[config.mk]
export PLATFORM = sky130hd
export DESIGN_NAME = shift_serdes
export DESIGN_NICKNAME = d
export VERILOG_FILES = /design/src/rtl/shift_serdes.sv
export SDC_FILE = /design/constraint.sdc
export NUM_CORES = 1
export LEC_CHECK = 0
export ABC_AREA = 1
export CORE_ASPECT_RATIO = 1.25
export CORE_MARGIN = 4
export CORE_UTILIZATION = 50
export CTS_CLUSTER_SIZE = 28
export DETAILED_ROUTE_END_ITERATION = 12
export GPL_ROUTABILITY_DRIVEN = 0
export PLACE_DENSITY = 0.83
export RECOVER_POWER = 100
export SETUP_SLACK_MARGIN = 0.1
export SYNTH_ARGS = -nofsm -noshare
export SYNTH_HDL_FRONTEND = slang
export SYNTH_SLANG_ARGS = --single-unit
[constraint.sdc]
create_clock -name clk -period 2.9 [get_ports clk]
set_input_delay 0.435 -clock clk [delete_from_list [all_inputs] [get_ports clk]]
set_output_delay 0.435 -clock clk [all_outputs]
set_load 0.02 [all_outputs]
[src/rtl/shift_serdes.sv]
// ============================================================================
// shift_serdes
// ----------------------------------------------------------------------------
// Parametrised serial shift engine. A parallel word accepted on the input
// handshake is shifted out on `so` one bit per `shift_en` strobe, while a new
// word is shifted in from `si` at the same time. When the last bit has been
// shifted, the received word is presented on the output handshake. Overwriting
// an unconsumed word sets the sticky `overrun` flag.
//
// Parameters
//   WIDTH      word length in bits (>= 2)
//   MSB_FIRST  1: MSB out first, shift left, si enters bit 0
//              0: LSB out first, shift right, si enters bit WIDTH-1
//
// Ports
//   clk        rising-edge clock
//   clear      synchronous active-high reset, dominant over all inputs
//   in_valid   parallel word offered
//   in_ready   word accepted on in_valid & in_ready (IDLE and not in clear)
//   in_data    parallel word to transmit
//   shift_en   one shift per edge while high (SHIFT state only)
//   si         serial input, sampled on each shift
//   so         serial output (0 while idle)
//   frame      high while a word is in flight
//   bit_cnt    shifts completed in the current word
//   out_valid  received word available
//   out_ready  consumer takes the word on out_valid & out_ready
//   out_data   received word
//   overrun    sticky: a received word overwrote an unconsumed one
// ============================================================================
module shift_serdes #(
    parameter int WIDTH     = 8,
    parameter bit MSB_FIRST = 1'b1,
    localparam int CNT_W    = $clog2(WIDTH)
) (
    input  logic             clk,
    input  logic             clear,
    input  logic             in_valid,
    output logic             in_ready,
    input  logic [WIDTH-1:0] in_data,
    input  logic             shift_en,
    input  logic             si,
    output logic             so,
    output logic             frame,
    output logic [CNT_W-1:0] bit_cnt,
    output logic             out_valid,
    input  logic             out_ready,
    output logic [WIDTH-1:0] out_data,
    output logic             overrun
);

    localparam logic S_IDLE  = 1'b0;
    localparam logic S_SHIFT = 1'b1;

    localparam logic [CNT_W-1:0] LAST_BIT = CNT_W'(WIDTH - 1);

    logic             state;
    logic [WIDTH-1:0] shreg;
    logic [WIDTH-1:0] shifted;
    logic             last_bit;

    // The vacated end takes si, so the first bit received lands where the
    // first bit transmitted came from; looping so back to si returns the word.
    // NOTE: every signal assigned in always_comb gets a value on every path,
    // otherwise synthesis infers a latch.
    always_comb begin
        shifted = shreg;
        if (MSB_FIRST) begin
            shifted = {shreg[WIDTH-2:0], si};
        end else begin
            shifted = {si, shreg[WIDTH-1:1]};
        end
    end

    assign last_bit = (bit_cnt == LAST_BIT);
    assign frame    = (state == S_SHIFT);
    assign in_ready = (state == S_IDLE) & ~clear;

    // Gated while idle: the register still holds the last shifted value.
    assign so = frame & (MSB_FIRST ? shreg[WIDTH-1] : shreg[0]);

    // NOTE: sequential state uses non-blocking assignments so every register
    // samples pre-edge values, independent of statement order.
    always_ff @(posedge clk) begin
        if (clear) begin
            state     <= S_IDLE;
            shreg     <= '0;
            bit_cnt   <= '0;
            out_data  <= '0;
            out_valid <= 1'b0;
            overrun   <= 1'b0;
        end else begin
            // A consumption and a completion on the same edge: the completion
            // below wins and re-asserts out_valid for the new word.
            if (out_valid && out_ready) begin
                out_valid <= 1'b0;
            end

            case (state)
                S_IDLE: begin
                    if (in_valid) begin
                        shreg   <= in_data;
                        bit_cnt <= '0;
                        state   <= S_SHIFT;
                    end
                end
                S_SHIFT: begin
                    if (shift_en) begin
                        shreg <= shifted;
                        if (last_bit) begin
                            out_data  <= shifted;
                            out_valid <= 1'b1;
                            if (out_valid && !out_ready) begin
                                overrun <= 1'b1;
                            end
                            bit_cnt <= '0;
                            state   <= S_IDLE;
                        end else begin
                            bit_cnt <= bit_cnt + CNT_W'(1);
                        end
                    end
                end
                default: state <= S_IDLE;
            endcase
        end
    end

endmodule
==> impl_metrics.env <==
export IMPL_fin_ws_ps=618
export IMPL_synth_top_family_by_area="simple AND/OR/NAND/NOR gates"
export IMPL_p_int_mw=0.403
export IMPL_detail_route_wl_per_cell_um=10.4
export IMPL_die_area_mm2=0.00293
export IMPL_synth_common_cells="nand2_1 (55), nor2_1 (39), dfxtp_1 (22)"
export IMPL_cts_sinks=22
export IMPL_ant_nets=0
export IMPL_drcViolationCount=0
export IMPL_min_path_type="reg2reg"
export IMPL_maxSlewViolCount=0
export IMPL_cp_required_ps=2470
export IMPL_end_kind="output pin"
export IMPL_firstDrtPassIters=4
export IMPL_grt_overflow=0
export IMPL_ys_flop_type="dfxtp_1"
export IMPL_syn_inst=165
export IMPL_synth_compound_area_share_pct=1.88
export IMPL_critPathArrivalTime_ps=1850
export IMPL_cts_htree_levels=1
export IMPL_routed_wl_mm=2.21
export IMPL_crit_chain="dlygate4sd3_1 -> nor2_1 -> dlygate4sd3_1"
export IMPL_synth_most_common_cell="nand2_1"
export IMPL_slew_headroom_pct=55.7
export IMPL_postCtsResizedCells=0
export IMPL_antenna_found_initial=0
export IMPL_place_ws_ps=774
export IMPL_die_h_um=59.6
export IMPL_synth_avg_cell_area_um2=6.45
export IMPL_first_global_vias=981
export IMPL_whs_endpoint="overrun$_SDFFE_PP0P_"
export IMPL_crit_path_frequent_cell="dlygate4sd3_1"
export IMPL_hold_violations=0
export IMPL_synth_xor_area_share_pct=0
export IMPL_met2_usage_pct=32.2
export IMPL_final_setup_viol_count=0
export IMPL_peakVddDrop_uv=363
export IMPL_r2r_end="frame$_SDFF_PP0_"
export IMPL_top_usage_layer="met2"
export IMPL_cts_root_buf="clkbuf_4"
export IMPL_grt_usage_pct=17.0
export IMPL_fin_crit_sh_pct=78.7
export IMPL_fin_skew_ps=5.55
export IMPL_synth_simple_gate_area_share_pct=42.4
export IMPL_fin_setup_tns_ps=0
export IMPL_drive_gt1_share_pct=3.63
export IMPL_power_density_mw_per_mm2=403
export IMPL_area_growth_pct=27.9
export IMPL_hold_path_startpoint="overrun$_SDFFE_PP0P_"
export IMPL_start_util_pct=53.1
export IMPL_tightest_slew_ps=663
export IMPL_worstSetupPathType="in2out"
export IMPL_synth_seq_cells=22
export IMPL_ctsHoldBuffers=0
export IMPL_clockBufferDepth=2
export IMPL_pwr_share_clk_pct=24.5
export IMPL_yosysUniqueCellTypes=17
export IMPL_p_leak_nw=0.756
export IMPL_io_buffers=29
export IMPL_critical_path_top_delay_family="buffers and inverters"
export IMPL_synth_area_top_cells="dfxtp_1 (41%), nand2_1 (19%), nor2_1 (14%), inv_1 (7.4%), nand3_1 (4.7%)"
export IMPL_syn_area_mm2=0.00106
export IMPL_drt_iter0_markers=29
export IMPL_cp_max_fo=6
export IMPL_grt_max_degree=19
export IMPL_row_count=18
export IMPL_nets=212
export IMPL_place_area_mm2=0.00135
export IMPL_hold_ws_ps=488
export IMPL_rr_startpoint="frame$_SDFF_PP0_"
export IMPL_numCtsBuffers=3
export IMPL_status="finished, final reports clean"
export IMPL_p_sw_mw=0.145
export IMPL_cp_start_kind="input pin"
export IMPL_yosys_area_top_type="dfxtp_1"
export IMPL_max_freq_mhz=438
export IMPL_grtUsageMet1_pct=18.2
export IMPL_io_pin_count=30
export IMPL_power_frac_seq_pct=59.7
export IMPL_vias=1031
export IMPL_critPathSlowestCell="dlygate4sd3_1"
export IMPL_clkTransAtPathRegs_ps=120
export IMPL_synthMuxAreaShare_pct=0
export IMPL_cts_tree="yes"
export IMPL_combPwrFrac_pct=15.8
export IMPL_antenna_cells=0
export IMPL_cp_slowest_stage_delay_ps=680
export IMPL_use_met3_pct=3.27
export IMPL_synth_adder_area_share_pct=3.53
export IMPL_regToRegSetupSlack_ps=1170
export IMPL_drv_cap=0
export IMPL_yosys_warnings=0
export IMPL_holdPathStages=2
export IMPL_switching_share_pct=26.5
export IMPL_final_cell_area_mm2=0.00136
export IMPL_power_mw=0.548
export IMPL_synth_net_count=182
export IMPL_async_flop_share_pct=0
export IMPL_dp_hpwl_mm=1.65
export IMPL_period_minus_slack_ps=2280
export IMPL_rsz0062_at_grt="false"
export IMPL_rr_worst_depth=2
export IMPL_post_cts_buffers=0
export IMPL_die_w_um=49.3
export IMPL_cp_num_buf_inv=2
export IMPL_synth_edf_count=0
export IMPL_clock_latency_ps=300
export IMPL_vias_per_cell=4.84
export IMPL_yosysSeqAreaShare_pct=41.4
export IMPL_core_mm2=0.00200
export IMPL_grt_first_pass_wirelength_mm=3.97
export IMPL_synth_top_area_share_pct=41.4
worst max path at each step:
stage	startpoint	slack (ps)	cells after the start	endpoint
2_1_floorplan	frame$_SDFF_PP0_	1520	3	so
3_3_place_gp	clear	800	3	in_ready
3_5_place_dp	clear	770	3	in_ready
4_1_cts	frame$_SDFF_PP0_	670	3	so
5_1_grt	frame$_SDFF_PP0_	550	3	so
6_report	clear	620	3	in_ready
stage by stage:
stage | cells | util, %
floorplan | 165 | -
global placement | 210 | 67.4
detailed placement | 210 | 67.4
CTS | 213 | 68.5
global route | 213 | 67.9
finish | 213 | 67.9
registers in the layout, indices dropped and copies added (netlist names):
name / cells
frame: 1
shreg: 8
bit_cnt: 3
out_data: 8
overrun: 1
out_valid: 1
worst register-to-register path, cell delays in order, from the launching register on:
cell,delay (ps)
dfxtp_1,660
nand3_1,620
and3_1,350
power groups by stage:
stage / sequential, mW / clock (mW) / combinational [mW]
floorplan: 0.332 / 0 / 0.0542
global placement: 0.334 / 0 / 0.0875
detailed placement: 0.334 / 0 / 0.0898
CTS: 0.327 / 0.138 / 0.0902
global route: 0.329 / 0.156 / 0.0989
finish: 0.327 / 0.134 / 0.0868
cells by family after synthesis:
| logic type | after synthesis |
|---|---|
| fa+ha+maj | 3 |
| buf+inv | 27 |
| compound gates | 4 |
| simple gates | 109 |
| flops | 22 |
metal layers:
layer / share of wire [%] / wire length [um] / up-vias
met5: 0 / 0 / -
met4: 1.5 / 34 / 0
met3: 4.2 / 93 / 4
met2: 51 / 1130 / 19
met1: 43 / 947 / 463
li1: - / - / 545
placed cells by master (no fill, tap or decap):
cell	n
inv_2	1
clkdlybuf4s50_1	12
dlygate4sd3_1	17
a21oi_1	3
nand2_4	1
clkbuf_4	3
nand2_2	2
dfxtp_1	22
clkinv_1	1
and3_1	1
o21ai_0	1
inv_1	21
nor2_1	39
ha_1	3
nand3_1	11
nand2_1	55
layout make-up:
cell class	instances	area, um2
clock buffer	3	22.5
fill	181	644
inverter	23	86.3
multi-input combinational	116	495
sequential	22	440
tap	20	25.0
timing repair buffer	29	290
Note: power is estimated with default switching activity, not from simulation.
